===== src/rtl/adc_spi_sequencer.sv =====
// adc_spi_sequencer: serial-configuration sequencer for the twelve front-end ADCs.
// Issues 24-bit register writes ({addr, data}, MSB first) to any subset of chip
// selects, and produces timed ADC hardware-reset pulses. All outputs are registered.
module adc_spi_sequencer #(
    parameter int unsigned HALF_PER   = 4,
    parameter int unsigned RST_CYCLES = 16,
    parameter int unsigned RST_WAIT   = 64
) (
    input  logic        CLK,
    input  logic        RST,
    input  logic        WR_REQ,
    input  logic [11:0] WR_MASK,
    input  logic [7:0]  WR_ADDR,
    input  logic [15:0] WR_DATA,
    input  logic        RST_REQ,
    output logic        BUSY,
    output logic        DONE,
    output logic [11:0] ADC_CS,
    output logic        ADC_RST,
    output logic        ADC_SCLK,
    output logic        ADC_SDATA
);

    localparam int unsigned MAX_A = (HALF_PER > RST_CYCLES) ? HALF_PER : RST_CYCLES;
    localparam int unsigned MAX_C = (MAX_A > RST_WAIT) ? MAX_A : RST_WAIT;
    localparam int unsigned CW    = (MAX_C < 2) ? 1 : $clog2(MAX_C + 1);

    localparam logic [CW-1:0] HP_LOAD  = CW'(HALF_PER - 1);
    localparam logic [CW-1:0] RC_LOAD  = CW'(RST_CYCLES - 1);
    localparam logic [CW-1:0] RW_LOAD  = CW'(RST_WAIT - 1);
    localparam logic [CW-1:0] CNT_ONE  = CW'(1);
    localparam logic          RW_SHORT = (RST_WAIT == 1);

    typedef enum logic [2:0] {
        IDLE,
        CS_SETUP,
        SHIFT_HI,
        SHIFT_LO,
        GAP,
        RST_PULSE,
        RST_SETTLE
    } state_t;

    state_t      state_q, state_d;
    logic [CW-1:0] cnt_q, cnt_d;
    logic [4:0]  bit_q, bit_d;
    logic [23:0] frame_q, frame_d;
    logic        busy_q, busy_d;
    logic        done_q, done_d;
    logic [11:0] cs_q, cs_d;
    logic        adcrst_q, adcrst_d;
    logic        sclk_q, sclk_d;
    logic        sdata_q, sdata_d;
    logic [4:0]  nxt_bit;

    assign nxt_bit = bit_q - 5'd1;

    assign BUSY      = busy_q;
    assign DONE      = done_q;
    assign ADC_CS    = cs_q;
    assign ADC_RST   = adcrst_q;
    assign ADC_SCLK  = sclk_q;
    assign ADC_SDATA = sdata_q;

    // State, counters, captured frame and registered outputs.
    always_ff @(posedge CLK or posedge RST) begin
        if (RST) begin
            state_q  <= IDLE;
            cnt_q    <= '0;
            bit_q    <= '0;
            frame_q  <= '0;
            busy_q   <= 1'b0;
            done_q   <= 1'b0;
            cs_q     <= '0;
            adcrst_q <= 1'b0;
            sclk_q   <= 1'b0;
            sdata_q  <= 1'b0;
        end else begin
            state_q  <= state_d;
            cnt_q    <= cnt_d;
            bit_q    <= bit_d;
            frame_q  <= frame_d;
            busy_q   <= busy_d;
            done_q   <= done_d;
            cs_q     <= cs_d;
            adcrst_q <= adcrst_d;
            sclk_q   <= sclk_d;
            sdata_q  <= sdata_d;
        end
    end

    // Next-state and next-output decode; outputs are computed one cycle ahead
    // so that every pin comes straight from a flop.
    always_comb begin
        state_d  = state_q;
        cnt_d    = cnt_q;
        bit_d    = bit_q;
        frame_d  = frame_q;
        busy_d   = busy_q;
        done_d   = 1'b0;
        cs_d     = cs_q;
        adcrst_d = adcrst_q;
        sclk_d   = sclk_q;
        sdata_d  = sdata_q;

        case (state_q)
            IDLE: begin
                busy_d   = 1'b0;
                cs_d     = '0;
                adcrst_d = 1'b0;
                sclk_d   = 1'b0;
                sdata_d  = 1'b0;
                // busy_q can be high here only in the DONE cycle of a
                // zero-mask write; requests are ignored in that cycle.
                if (!busy_q) begin
                    if (RST_REQ) begin
                        state_d  = RST_PULSE;
                        cnt_d    = RC_LOAD;
                        busy_d   = 1'b1;
                        adcrst_d = 1'b1;
                    end else if (WR_REQ) begin
                        busy_d = 1'b1;
                        if (WR_MASK == 12'd0) begin
                            done_d = 1'b1;
                        end else begin
                            state_d = CS_SETUP;
                            cnt_d   = HP_LOAD;
                            bit_d   = 5'd23;
                            frame_d = {WR_ADDR, WR_DATA};
                            cs_d    = WR_MASK;
                            sdata_d = WR_ADDR[7];
                        end
                    end
                end
            end

            CS_SETUP: begin
                if (cnt_q == '0) begin
                    state_d = SHIFT_HI;
                    cnt_d   = HP_LOAD;
                    sclk_d  = 1'b1;
                end else begin
                    cnt_d = cnt_q - CNT_ONE;
                end
            end

            SHIFT_HI: begin
                if (cnt_q == '0) begin
                    state_d = SHIFT_LO;
                    cnt_d   = HP_LOAD;
                    sclk_d  = 1'b0;
                    sdata_d = (bit_q == 5'd0) ? 1'b0 : frame_q[nxt_bit];
                end else begin
                    cnt_d = cnt_q - CNT_ONE;
                end
            end

            SHIFT_LO: begin
                if (cnt_q == '0) begin
                    cnt_d = HP_LOAD;
                    if (bit_q == 5'd0) begin
                        state_d = GAP;
                        cs_d    = '0;
                    end else begin
                        state_d = SHIFT_HI;
                        bit_d   = nxt_bit;
                        sclk_d  = 1'b1;
                    end
                end else begin
                    cnt_d = cnt_q - CNT_ONE;
                end
            end

            GAP: begin
                // HALF_PER >= 2, so the cycle with cnt_q == 1 always exists.
                done_d = (cnt_q == CNT_ONE);
                if (cnt_q == '0) begin
                    state_d = IDLE;
                    busy_d  = 1'b0;
                end else begin
                    cnt_d = cnt_q - CNT_ONE;
                end
            end

            RST_PULSE: begin
                if (cnt_q == '0) begin
                    state_d  = RST_SETTLE;
                    cnt_d    = RW_LOAD;
                    adcrst_d = 1'b0;
                    done_d   = RW_SHORT;
                end else begin
                    cnt_d = cnt_q - CNT_ONE;
                end
            end

            RST_SETTLE: begin
                done_d = (cnt_q == CNT_ONE);
                if (cnt_q == '0) begin
                    state_d = IDLE;
                    busy_d  = 1'b0;
                end else begin
                    cnt_d = cnt_q - CNT_ONE;
                end
            end

            default: begin
                state_d  = IDLE;
                busy_d   = 1'b0;
                cs_d     = '0;
                adcrst_d = 1'b0;
                sclk_d   = 1'b0;
                sdata_d  = 1'b0;
            end
        endcase
    end

endmodule


===== config.mk =====
export PLATFORM = sky130hd
export DESIGN_NAME = adc_spi_sequencer
export DESIGN_NICKNAME = d
export VERILOG_FILES = /design/src/rtl/adc_spi_sequencer.sv
export SDC_FILE = /design/constraint.sdc
export NUM_CORES = 1
export LEC_CHECK = 0
export BUFFER_PORTS_ARGS = -buffer_cell sky130_fd_sc_hd__buf_2
export CORE_ASPECT_RATIO = 1.1
export CORE_MARGIN = 2
export CORE_UTILIZATION = 62
export CTS_BUF_LIST = sky130_fd_sc_hd__clkbuf_8
export DETAILED_ROUTE_END_ITERATION = 12
export PLACE_DENSITY = 0.88
export SYNTH_ARGS = -nofsm -noshare
export SYNTH_HDL_FRONTEND = slang
export SYNTH_SLANG_ARGS = --single-unit

===== constraint.sdc =====
create_clock -name CLK -period 3.1 [get_ports CLK]
set_input_delay 0.775 -clock CLK [delete_from_list [all_inputs] [get_ports CLK]]
set_output_delay 0.775 -clock CLK [all_outputs]
set_load 0.005 [all_outputs]

==> run_results.csv, run 1 <==
group,metric,value,unit
synthesis,synthFlopType,"dfrtp_1",
floorplan,coreArea,0.004684,mm2
worst_setup_path,cp-end-kind,"flip-flop",
synthesis,ys_seq_elements,56,
placement,dpl.cell_count,408,
synthesis,avgSynthCellArea,9.784,um2
worst_setup_path,required,3350,ps
clock_tree,clock-sinks,56,
final_layout,n_fill_cell,332,
grt,grt_pass1_wl,11.44,mm
synthesis,synth.largest_area_cell,"dfrtp_1",
grt,grt_max_degree,57,
pwr,peakVddDrop,0.0004537,V
detailed_routing,vias_per_cell,5.974,
worst_hold_path,hold_start,"frame_q[4]",
clock_tree,cts_buffers,5,
worst_hold_path,hold_class,"flip-flop to flip-flop",
final_layout,multiInputGateArea,0.001455,mm2
clock_tree,clock_latency,310,ps
timing,maxSlewHeadroom,40.82,%
grt,grt-ovfl-total,0,
grt,grt_use_total,25.69,%
worst_setup_path,r2r-start,"cnt_q[0]",
worst_setup_path,crit_chain,"inv_1 > ha_1 > nor3b_4 > and2_1 > a21o_1 > a21oi_1 > a22o_1",
clock_tree,holdBufCountCts,0,
timing,drv_slew,0,
worst_setup_path,cp-start-kind,"flip-flop",
timing,min_period,2534,ps
clock_tree,clk_pin_slew,100,ps
floorplan,rows,26,
synthesis,synth_commonest_cells,"91 x nand2_1, 56 x dfrtp_1, 13 x nor2_1",
final_layout,diodes,0,
floorplan,die_area,0.005468,mm2
final_layout,fin_nets,402,
timing,setup-tns-final,0,ps
synthesis,yosysSeqAreaShare,46.20,%
grt,grt_pass1_vias,2558,
clock_tree,clockRootBuffer,"clkbuf_8",
detailed_routing,drt_iter0_markers,317,
floorplan,ios,57,
detailed_routing,drc,0,
detailed_routing,drt-wirelength-per-cell,15.58,um
synthesis,synth.distinct_cells,64,
timing,worst_pin_slew,887.7,ps
synthesis,yosysWarnings,0,
worst_setup_path,max_stage_delay,700,ps
timing,finalClockSkew,10.20,ps
synthesis,synth_area,0.003033,mm2
detailed_routing,postRouteAntennaNets,0,
final_layout,drive_gt1_share,26.11,%
final_layout,area_growth,11.39,%
grt,antenna_found_initial,0,
timing,rsz0062_at_grt,"false",
worst_setup_path,arrival,2790,ps
synthesis,synth_nets,353,
outcome,status,"finished, final reports clean",
worst_setup_path,path_max_fanout,15,
clock_tree,postCtsSetupBuffers,0,
worst_setup_path,startpoint,"cnt_q[0]",
synthesis,synth.area.top_cells,"dfrtp_1 46%, nand2_1 11%, mux4_2 4.5%, a22o_1 3.5%, buf_6 2.2%",
final_layout,final_cells,416,
placement,io_buffers,56,
synthesis,synthMostInstantiatedCell,"nand2_1",
timing,hold_viol_final,0,
flow_run,drv_cap,0,
clock_tree,cts_tree,"built",
synthesis,synth.top_cell.area_share,46.20,%
floorplan,initial_core_util,64.74,%
placement,gp_congestion,0.8915,
clock_tree,cts_resized,0,
worst_setup_path,slowest_stage,"a21oi_1",
timing,fmax,394.6,MHz
worst_setup_path,crit_type,"flip-flop to flip-flop",
placement,dp_hpwl,4.713,mm
detailed_routing,wl,6.483,mm
synthesis,async_flop_share,100.0,%
floorplan,dieWidth,70.69,um
pwr,power.density,906.2,mW/mm2
synthesis,syn_inst,310,
pwr,power.leakage,1.701,nW
clock_tree,h-tree-depth,2,
detailed_routing,vias,2485,
timing,period_share,81.75,%
clock_tree,clockBufferDepth,2,
pwr,total_power,3.061,mW
detailed_routing,dr.pass1.iters,4,
synthesis,synth_edf_count,0,
final_layout,register_area,0.001401,mm2
timing,setup_viol,0,
floorplan,die_h,77.36,um
==> kinds of logic after synthesis <==
| kind of cell | count (synthesis) | synth area share, % |
|---|---|---|
| AO/OA/AOI/OAI | 68 | 18.07 |
| XOR/XNOR | 4 | 1.403 |
| adder cells (fa/ha/maj) | 3 | 1.238 |
| buffers and inverters | 31 | 5.817 |
| flip-flops | 56 | 46.20 |
| multiplexers | 12 | 6.683 |
| AND/OR/NAND/NOR | 136 | 20.59 |
==> worst max-delay path: cells and delay by family (launching register included) <==
kind | cells | cell delay (ps)
simple gates | 2 | 520
buf+inv | 1 | 60
fa+ha+maj | 1 | 240
compound gates | 3 | 1220
flops | 1 | 430
==> routing by layer <==
metal / track usage, % / wire (um) / up-vias
li1: - / - / 1181
met2: 43.83 / 3306 / 86
met3: 3.766 / 300 / 15
met1: 32.78 / 2749 / 1203
met4: 10.38 / 126 / 0
met5: 0 / 0 / -
==> where the power goes <==
group	total, mW	switching (mW)	internal [mW]
Sequential	1.27	0.249	1.02
Combinational	1.40	0.758	0.642
Clock	0.395	0.237	0.158
==> layout make-up <==
class	count	area share, %
Multi-Input combinational cell	223	43.07
Tap cell	56	2.074
Clock inverter	3	0.5926
Inverter	12	1.333
Timing Repair Buffer	61	9.407
Clock buffer	5	2.037
Sequential cell	56	41.48
==> layout by cell type (no fill, tap or decap), drive strengths merged, types with 3 or more instances in the layout <==
cell type	instances
nand2	92
buf	61
dfrtp	56
nor2	13
inv	13
a22o	12
a21oi	9
a211oi	9
o21ai	7
mux4	6
nand3	5
clkbuf	5
nor3	5
nor4	4
and3	4
and2	3
mux2i	3
ha	3
a21o	3
xor2	3
mux2	3
==> path summary, 6_finish.rpt <==
kind	cells after the start	slack [ps]	to
max	7	570	ADC_CS[10]
min in group asynchronous	3	640	ADC_CS[10]
min	2	480	frame_q[4]
max reg2reg	7	570	ADC_CS[10]
max in group asynchronous	3	1990	bit_q[0]
min reg2reg	2	480	frame_q[4]
==> stage by stage <==
step	instance area, um2	hold WS (ps)	util, %	setup slack, ps
after CTS	3378	482.1	72.12	607.0
after floorplan	3033	440.3	-	953.7
final	3378	483.9	72.12	565.9
after detailed placement	3289	458.5	70.22	625.6
after global placement	3289	454.3	70.22	657.3
after global routing	3378	510.9	72.12	311.8
==> sequential cells by signal, summed over array words and instances, names as in the netlist <==
signal     count
frame_q       24
DONE           1
ADC_RST        1
ADC_SCLK       1
cnt_q          7
ADC_CS        12
bit_q          5
state_q        3
BUSY           1
ADC_SDATA      1
(Power assumes the default switching activity.)
==> run 2, diff against run 1 <==
ABC_AREA = 1   (was default)
CORE_UTILIZATION = 52   (was 62)
PLACE_DENSITY = 0.79   (was 0.88)
clock period = 2.3 ns   (was 3.1 ns; I/O delays follow)
==> run 2 against run 1 <==
Compared with the run above:
- critical path type unchanged
- maximum frequency is 38% higher
- non-clock buffer count up 1
- clock-buffer cell count did not move
- clock skew about the same
- clock power increased by 88%
- power decreased by 42%
- core utilization decreased by 8.7 points
- sequential power down 23%
- final area grew 2.5%
- setup slack got worse by 100 ps
==> run_results.csv, run 2 <==
group,metric,value,unit
synthesis,synth.top_cell.area_share,46.92,%
clock_tree,cts_resized,0,
synthesis,avgSynthCellArea,7.580,um2
timing,drv_slew,0,
detailed_routing,vias,2654,
placement,gp_congestion,0.9569,
synthesis,synth_mux_area_share,0,%
final_layout,fin_nets,495,
grt,grt_pass1_wl,11.06,mm
grt,antenna_found_initial,0,
clock_tree,h-tree-depth,2,
timing,maxSlewHeadroom,54.93,%
detailed_routing,postRouteAntennaNets,0,
clock_tree,clock-sinks,56,
detailed_routing,drt-wirelength-per-cell,11.89,um
synthesis,synth_commonest_cells,"144 x nand2_1, 56 x dfrtp_1, 37 x inv_1",
worst_setup_path,crit_type,"flip-flop to flip-flop",
worst_setup_path,cp-end-kind,"flip-flop",
final_layout,top_register,"frame_q",
worst_setup_path,path_delay_family,"simple AND/OR/NAND/NOR gates",
synthesis,synth_top_family_by_area,"simple AND/OR/NAND/NOR gates",
clock_tree,clockBufferDepth,2,
worst_setup_path,cp-start-kind,"flip-flop",
synthesis,synth_compound_area_share,11.02,%
timing,finalClockSkew,9.936,ps
clock_tree,holdBufCountCts,0,
synthesis,yosysSeqAreaShare,46.92,%
synthesis,synth.area.top_cells,"dfrtp_1 47%, nand2_1 18%, o21ai_0 6.0%, nand3_1 4.7%, inv_1 4.7%",
detailed_routing,drt_iter0_markers,141,
worst_setup_path,required,2510,ps
timing,hold_viol_final,0,
synthesis,synthMostInstantiatedCell,"nand2_1",
final_layout,final_common_cell,"nand2_1",
grt,grt_use_total,21.05,%
synthesis,synthAdderAreaFrac,1.257,%
floorplan,initial_core_util,54.65,%
pwr,power.density,515.7,mW/mm2
synthesis,synth.distinct_cells,32,
clock_tree,postCtsSetupBuffers,0,
worst_setup_path,r2r-start,"cnt_q[0]",
timing,worst_pin_slew,676.0,ps
timing,period_share,79.83,%
final_layout,layout_common_cells,"144 x nand2_1, 56 x dfrtp_1, 56 x buf_2",
synthesis,async_flop_share,100.0,%
floorplan,ios,57,
clock_tree,clockRootBuffer,"clkbuf_8",
detailed_routing,drc,0,
timing,setup-tns-final,0,ps
placement,placedInstanceArea,0.003334,mm2
grt,grt_pass1_vias,2590,
worst_setup_path,cpMostUsedCell,"nand2_1",
placement,io_buffers,56,
final_layout,diodes,0,
worst_setup_path,r2r_setup_slack,460,ps
flow_run,drv_cap,0,
synthesis,syn_inst,394,
timing,rsz0062_at_grt,"false",
pwr,power.leakage,1.786,nW
synthesis,synth.largest_area_cell,"dfrtp_1",
clock_tree,clk_pin_slew,100,ps
timing,setup_viol,0,
final_layout,largest_reg_flops,24,
worst_setup_path,r2r_end,"cnt_q[0]",
clock_tree,cts_tree,"built",
placement,dp_hpwl,4.665,mm
detailed_routing,dr.pass1.iters,4,
outcome,status,"finished, final reports clean",
detailed_routing,vias_per_cell,5.036,
synthesis,yosysWarnings,0,
final_layout,fin_util,63.37,%
floorplan,die_h,83.49,um
timing,fin_ws,464.0,ps
worst_setup_path,slowest_stage,"dfrtp_1",
clock_tree,cts_buffers,5,
final_layout,drive_gt1_share,21.24,%
floorplan,coreArea,0.005465,mm2
final_layout,fin_area,0.003463,mm2
clock_tree,clock_latency,310,ps
floorplan,die_area,0.006367,mm2
worst_hold_path,hold_class,"input pin to async pin",
worst_setup_path,path_max_fanout,7,
synthesis,ys_seq_elements,56,
floorplan,rows,28,
worst_setup_path,r2r_cells,10,
timing,min_period,1836,ps
synthesis,synth_edf_count,0,
synthesis,synthFlopType,"dfrtp_1",
synthesis,synthSimpleGateAreaFrac,30.88,%
final_layout,area_growth,15.96,%
detailed_routing,wl,6.265,mm
synthesis,synthXorXnorAreaFrac,1.760,%
synthesis,synth_area,0.002987,mm2
timing,fmax,544.7,MHz
floorplan,dieWidth,76.26,um
worst_setup_path,timing.critical_path.buf_inv,2,
timing,hold_ws,438.8,ps
grt,grt_max_degree,57,
worst_setup_path,arrival,2050,ps
placement,dpl_worst_slack,307.0,ps
pwr,peakVddDrop,0.0002897,V
worst_setup_path,max_stage_delay,430,ps
grt,grt-ovfl-total,0,
worst_setup_path,crit_chain,"inv_1 > ha_1 > nand3_2 > inv_2 > nand2_1 > nand2_1 > a21oi_2 > nand2_1 > nand2_1 > nand2_1",
synthesis,synth_nets,437,
==> run 2: changes by cell type after synthesis, moves of 6 or more <==
cell,before,now
nand2_1,91,144
o21ai_0,6,36
inv_1,12,37
nand3_1,5,28
a22o_1,12,0
inv_2,0,8
a211oi_1,7,0
nor2_1,13,20
mux4_2,6,0
==> run 2: worst max path at each step <==
stage / endpoint / slack [ps] / from / depth (start not counted)
after detailed placement: frame_q[15] / 310 / WR_MASK[6] / 10
final: cnt_q[0] / 460 / cnt_q[0] / 10
after floorplan: ADC_CS[0] / 350 / RST / 1
after CTS: cnt_q[0] / 470 / cnt_q[0] / 10
after global placement: frame_q[20] / 370 / WR_MASK[7] / 10
after global routing: cnt_q[0] / 270 / cnt_q[0] / 10
==> run 2: per-stage QoR <==
step                power, mW  cells
detailed placement      1.066    520
global route            1.841    527
finish                  1.786    527
floorplan               1.024    394
global placement        1.065    520
CTS                     1.802    527
==> run 2: routing by layer <==
layer	track usage, %	share of wire, %	vias to the layer above
met3	3.896	4.3	12
met2	36.52	51	66
met4	8.760	2.0	0
met5	0	0	-
li1	-	-	1359
met1	25.69	43	1217
==> run 2: kinds of logic after synthesis <==
family                   after synthesis
buffers and inverters                 57
XOR/XNOR                               6
adder cells (fa/ha/maj)                3
AO/OA/AOI/OAI                         60
flip-flops                            56
AND/OR/NAND/NOR                      212
==> run 2: power breakdown <==
part / internal, mW / leakage [nW] / switching [mW]
Clock: 0.429 / 0.0642 / 0.314
Combinational: 0.0263 / 1.06 / 0.0337
Sequential: 0.984 / 0.663 / 0
Total: 1.44 / 1.79 / 0.347
==> run 2: worst min-delay path, cell delays in order <==
cell and delay (ps):
buf_2 100, inv_2 30, buf_4 540
==> run 2: layout make-up <==
type	instances	area, um2
inverters	46	172.7
clock buffers	5	68.82
well taps	75	93.84
multi-input cells	281	1341
fillers	507	2002
flip-flops and latches	56	1401
clock inverters	2	60.06
repair buffers	62	325.3
